**src/rtl/cp0_exc_ctrl.sv**
```systemverilog
// Commit-stage exception/interrupt controller for CP0: prioritises exceptions, strobes
// CP0 updates, and sequences the pipeline flush and fetch redirect for exceptions and ERET.
module cp0_exc_ctrl #(
  parameter logic [31:0] EXC_VECTOR   = 32'hBFC0_0380,
  parameter int unsigned FLUSH_CYCLES = 2
) (
  input  logic        clk,
  input  logic        rst_n,
  input  logic        commit_valid,
  output logic        commit_ready,
  input  logic [31:0] commit_pc,
  input  logic        commit_bd,
  input  logic        commit_eret,
  input  logic        exc_adel_if,
  input  logic        exc_ri,
  input  logic        exc_ov,
  input  logic        exc_sys,
  input  logic        exc_bp,
  input  logic        exc_adel_ld,
  input  logic        exc_ades,
  input  logic [31:0] commit_badvaddr,
  input  logic [31:0] cp0_Status_data,
  input  logic [31:0] cp0_Cause_data,
  input  logic [31:0] cp0_EPC_data,
  output logic        exception,
  output logic        bd,
  output logic [4:0]  ExcCode,
  output logic [31:0] epc_out,
  output logic        badvaddr_we,
  output logic [31:0] badvaddr_out,
  output logic        exl_clr,
  output logic        flush,
  output logic        redirect_valid,
  output logic [31:0] redirect_pc
);

  typedef enum logic {StIdle, StFlush} state_e;

  localparam logic [3:0] FlushInit = 4'(FLUSH_CYCLES);

  state_e      state_q, state_d;
  logic [3:0]  cnt_q, cnt_d;
  logic        int_pending_q;
  logic        int_req;

  logic        take_exc;
  logic [4:0]  exc_code;
  logic        bv_we;
  logic [31:0] bv_val;

  logic        exception_d, bd_d, badvaddr_we_d, exl_clr_d, flush_d, redirect_valid_d;
  logic        commit_ready_d;
  logic [4:0]  exc_code_d;
  logic [31:0] epc_d, badvaddr_d, redirect_pc_d;

  logic unused_bits;
  assign unused_bits = ^{cp0_Status_data[31:16], cp0_Status_data[7:2],
                         cp0_Cause_data[31:16], cp0_Cause_data[7:0]};

  // IE set, EXL clear, and any unmasked pending interrupt line.
  assign int_req = cp0_Status_data[0] & ~cp0_Status_data[1] &
                   (|(cp0_Cause_data[15:8] & cp0_Status_data[15:8]));

  always_comb begin
    take_exc = 1'b1;
    exc_code = 5'h00;
    bv_we    = 1'b0;
    bv_val   = 32'h0;
    if (int_pending_q) begin
      exc_code = 5'h00;
    end else if (exc_adel_if) begin
      exc_code = 5'h04;
      bv_we    = 1'b1;
      bv_val   = commit_pc;
    end else if (exc_ri) begin
      exc_code = 5'h0A;
    end else if (exc_ov) begin
      exc_code = 5'h0C;
    end else if (exc_sys) begin
      exc_code = 5'h08;
    end else if (exc_bp) begin
      exc_code = 5'h09;
    end else if (exc_adel_ld) begin
      exc_code = 5'h04;
      bv_we    = 1'b1;
      bv_val   = commit_badvaddr;
    end else if (exc_ades) begin
      exc_code = 5'h05;
      bv_we    = 1'b1;
      bv_val   = commit_badvaddr;
    end else begin
      take_exc = 1'b0;
    end
  end

  always_comb begin
    state_d          = state_q;
    cnt_d            = cnt_q;
    exception_d      = 1'b0;
    exl_clr_d        = 1'b0;
    badvaddr_we_d    = 1'b0;
    flush_d          = 1'b0;
    redirect_valid_d = 1'b0;
    bd_d             = bd;
    exc_code_d       = ExcCode;
    epc_d            = epc_out;
    badvaddr_d       = badvaddr_out;
    redirect_pc_d    = redirect_pc;
    unique case (state_q)
      StIdle: begin
        if (commit_valid && (take_exc || commit_eret)) begin
          state_d          = StFlush;
          cnt_d            = FlushInit;
          flush_d          = 1'b1;
          redirect_valid_d = (FlushInit == 4'd1);
          if (take_exc) begin
            exception_d   = 1'b1;
            bd_d          = commit_bd;
            exc_code_d    = exc_code;
            epc_d         = commit_bd ? commit_pc - 32'd4 : commit_pc;
            badvaddr_we_d = bv_we;
            if (bv_we) badvaddr_d = bv_val;
            redirect_pc_d = EXC_VECTOR;
          end else begin
            exl_clr_d     = 1'b1;
            redirect_pc_d = cp0_EPC_data;
          end
        end
      end
      StFlush: begin
        if (cnt_q == 4'd1) begin
          state_d = StIdle;
        end else begin
          cnt_d            = cnt_q - 4'd1;
          flush_d          = 1'b1;
          // Redirect lands in the last flush cycle.
          redirect_valid_d = (cnt_q == 4'd2);
        end
      end
      default: state_d = StIdle;
    endcase
    commit_ready_d = (state_d == StIdle);
  end

  always_ff @(posedge clk) begin
    if (!rst_n) begin
      state_q        <= StIdle;
      cnt_q          <= 4'd0;
      int_pending_q  <= 1'b0;
      exception      <= 1'b0;
      bd             <= 1'b0;
      ExcCode        <= 5'h00;
      epc_out        <= 32'h0;
      badvaddr_we    <= 1'b0;
      badvaddr_out   <= 32'h0;
      exl_clr        <= 1'b0;
      flush          <= 1'b0;
      redirect_valid <= 1'b0;
      redirect_pc    <= 32'h0;
      commit_ready   <= 1'b1;
    end else begin
      state_q        <= state_d;
      cnt_q          <= cnt_d;
      int_pending_q  <= int_req;
      exception      <= exception_d;
      bd             <= bd_d;
      ExcCode        <= exc_code_d;
      epc_out        <= epc_d;
      badvaddr_we    <= badvaddr_we_d;
      badvaddr_out   <= badvaddr_d;
      exl_clr        <= exl_clr_d;
      flush          <= flush_d;
      redirect_valid <= redirect_valid_d;
      redirect_pc    <= redirect_pc_d;
      commit_ready   <= commit_ready_d;
    end
  end

endmodule

```
**config.mk**
```make
export PLATFORM = sky130hd
export DESIGN_NAME = cp0_exc_ctrl
export DESIGN_NICKNAME = d
export VERILOG_FILES = /design/src/rtl/cp0_exc_ctrl.sv
export SDC_FILE = /design/constraint.sdc
export NUM_CORES = 1
export LEC_CHECK = 0
export ABC_AREA = 0
export CORE_ASPECT_RATIO = 1.1
export CORE_MARGIN = 2
export CORE_UTILIZATION = 41
export CTS_CLUSTER_SIZE = 20
export DETAILED_ROUTE_END_ITERATION = 6
export PLACE_DENSITY = 0.91
export RECOVER_POWER = 100
export SYNTH_ARGS = -nofsm -noshare
export SYNTH_HDL_FRONTEND = slang
export SYNTH_SLANG_ARGS = --single-unit
export TNS_END_PERCENT = 1
```
**constraint.sdc**
```tcl
create_clock -name clk -period 3.9 [get_ports clk]
set_clock_uncertainty 0.05 [all_clocks]
set_input_delay 0.39 -clock clk [delete_from_list [all_inputs] [get_ports clk]]
set_output_delay 0.39 -clock clk [all_outputs]
set_load 0.01 [all_outputs]
```
==> summary.json <==
{
  "worst_setup_path": {
    "cpMaxStageDelayCell": "nor4_1",
    "setup.worst_path.class": "primary input to flip-flop",
    "timing.reg2reg.worst_path_depth": 6,
    "cp_data_required_time_ns": 4.05,
    "critical_path_cell_by_cell": "clkdlybuf4s50_1, or4_1, nor4_1, nand4_1, xor2_1, a21oi_2",
    "cp_slowest_stage_delay_ns": 1.17,
    "start_kind": "primary input",
    "critPathCaptureType": "flip-flop",
    "worst_ep_arrival_time_ns": 3.24,
    "critical_path_peak_fanout": 9
  },
  "die": {
    "boundaryPins": 280,
    "core_region_area_um2": 11400,
    "die_outline_area_um2": 12400,
    "dieHeight_um": 117,
    "floorplan.initialDensity": 0.416,
    "die_width_um": 107,
    "placement_rows": 41
  },
  "finish": {
    "antenna_cells": 0,
    "finish.utilization": 0.650,
    "final_cell_count_no_fill": 863,
    "area.growth.synth_to_final_pct": 56.1,
    "number_of_nets_at_the_end_of_the_flow": 884,
    "finish.instance_area_um2": 7400,
    "drive_gt1_frac": 0.0463
  },
  "clock_network": {
    "ctsHoldBuffers": 0,
    "tritoncts.num_buffers": 9,
    "numClockSinks": 112,
    "tritoncts": "built",
    "cts.repair.resized": 0,
    "clkTransAtPathRegs_ns": 0.07,
    "clockBufferDepth": 2,
    "cts-htree-levels": 3,
    "postCtsSetupRepairBufs": 0,
    "clock_latency_ns": 0.33,
    "cts_root_buffer": "clkbuf_16"
  },
  "synthesis": {
    "netlist_instances": 497,
    "synthDominantAreaCellType": "dfxtp_1",
    "ys_dominant_reg_cell": "dfxtp_1",
    "syn-cell-area_um2": 4740,
    "synth_top_cell_area_share": 0.473,
    "syn_nets": 673,
    "synth.top_cells.by_area": "dfxtp_1 (47%), a211oi_1 (6.6%), a22oi_1 (5.2%)",
    "yosysWarnings": 0,
    "yosys_register_bits": 112,
    "netlist-cell-type-count": 53,
    "synth_edf_count": 0,
    "asyncSetResetFlopFracSynth": 0,
    "synth.avg_cell_area_um2": 9.54,
    "synth_sequential_area_ratio": 0.473
  },
  "placed_design": {
    "placed_cells": 847,
    "globalplace.congestion": 0.792,
    "place_worst_setup_slack_ns": 0.877,
    "post-dp-hpwl_mm": 11.2,
    "io_buffers": 232,
    "postPlaceCellArea_um2": 7140
  },
  "global_route": {
    "initial_antenna_violation_count": 0,
    "grt_use_total": 0.236,
    "grt_pass1_wl_mm": 23.4,
    "first_global_vias": 4647,
    "largest_net_degree_at_the_start_of_global_routing": 42,
    "overflow_left_after_global_routing": 0
  },
  "route": {
    "antenna_left": 0,
    "remaining_routing_drc_violations": 0,
    "routedWlPerCell_um": 17.6,
    "avgViaCountPerCell": 5.49,
    "routed_wirelength_mm": 15.2,
    "number_of_vias_in_the_routed_layout": 4734,
    "firstDrtPassIters": 5,
    "drt_first_iter_violations": 177
  },
  "sta": {
    "hold-worst-slack_ns": 0.404,
    "post-route-period-util": 0.793,
    "report.final.setup_viol": 0,
    "hold_viol": 0,
    "setup_repair_after_global_routing_missed_its_margin": "false",
    "finalCriticalPeriod_ns": 3.09,
    "max-slew-margin-rel": 0.0627,
    "finalMaxSlewViolations": 0,
    "final_tns_setup_ns": 0,
    "worst_setup_slack_final_ns": 0.807,
    "timing_limited_maximum_frequency_ghz": 0.323,
    "worstMarginPinSlew_ns": 1.39
  },
  "power_and_ir_drop": {
    "power.leakage_nw": 2.87,
    "post-layout-total-power_mw": 2.73,
    "power_per_cell_area_nw_per_um2": 368,
    "worst_ir_drop_vdd_v": 0.000282
  },
  "min_path": {
    "whs_path_depth": 2,
    "kind_of_path_behind_the_tightest_hold_check": "flip-flop to flip-flop"
  },
  "outcome": {
    "run_status": "complete, no violations"
  },
  "job": {
    "maxCapViolCount": 0
  }
}
[cells by family after synthesis]
logic type,Yosys count,synth area share
AOI/OAI and AO/OA,167,0.261
xor gates and xnor gates,31,0.0573
adders and majority gates,4,0.0106
buffers and inverters,46,0.0443
DFF,112,0.473
muxes,1,0.00211
other,1,0.000791
and+or+nand+nor,135,0.151
[sequential cells by signal, summed over array words and instances (netlist names)]
signal / flops
badvaddr_out: 32
epc_out: 32
redirect_pc: 32
ExcCode: 4
cnt_q: 4
badvaddr_we: 1
bd: 1
commit_ready: 1
exception: 1
exl_clr: 1
int_pending_q: 1
redirect_valid: 1
state_q: 1
[power by group]
part           switching, mW  total [mW]  internal [mW]
sequential            0.0408        1.26           1.22
clock                  0.402       0.933          0.531
combinational          0.246       0.533          0.287
[area by class of cell]
type,count,area (um2)
multi-input cells,339,2250
flip-flops and latches,112,2240
inverters,7,26.3
fillers,945,3990
clock inverters,5,55.1
repair buffers,239,2380
well taps,150,188
clock buffers,11,253
[critical path, delay by kind of cell]
family,cells,cell delay [ns]
AOI/OAI and AO/OA,1,0.07
xor gates and xnor gates,1,0.27
buffers and inverters,1,0.47
and+or+nand+nor,3,2.04
[worst paths after layout]
check	from	to	slack [ns]
worst max-delay path	commit_pc[20]	epc_out[31]	0.81
worst min-delay path	epc_out[3]	epc_out[3]	0.40
worst max register to register	int_pending_q	epc_out[5]	1.18
worst min register to register	epc_out[3]	epc_out[3]	0.40
[synth_stat cells, types with 2 or more instances]
library cell and instances:
nand4b_1 3, a22oi_1 33, nor3_1 9, a21oi_2 2, nand3_1 8, buf_4 5, xor2_1 22, a21oi_1 24
or2_2 2, or4_1 4, a221oi_1 2, dfxtp_1 112, a22o_1 22, clkbuf_1 23, a211oi_1 42, nand4_1 2
nand2_1 21, o21ai_1 20, nor2b_1 2, inv_1 6, and2_1 2, ha_1 4, o221a_1 13, xnor2_1 9
buf_2 9, nand3b_1 3, nor4_4 3, or3_1 4, nor4_1 3, nor2_1 59, nand2b_1 2
[per-layer routing]
layer	vias to the layer above	share of wire	GRT usage
li1	2262	-	-
met1	2238	0.40	0.270
met2	212	0.50	0.429
met3	22	0.074	0.0609
met4	0	0.021	0.0823
met5	-	0	0
[layout by cell type, fill, tap and decap left out, drive strengths merged, types with 2 or more instances in the layout]
cell,instances
clkdlybuf4s50,121
dfxtp,112
dlygate4sd3,111
nor2,60
a211oi,42
a22oi,33
a21oi,26
a22o,22
xor2,22
nand2,21
o21ai,21
o221a,13
clkbuf,12
nor3,10
xnor2,9
nand3,8
inv,7
buf,6
nor4,6
or4,5
or3,4
ha,4
nand4b,3
nand3b,3
nor2b,2
nand2b,2
or2,2
nand4,2
a221oi,2
clkinv,2
clkinvlp,2
and2,2
(Power assumes the default switching activity.)
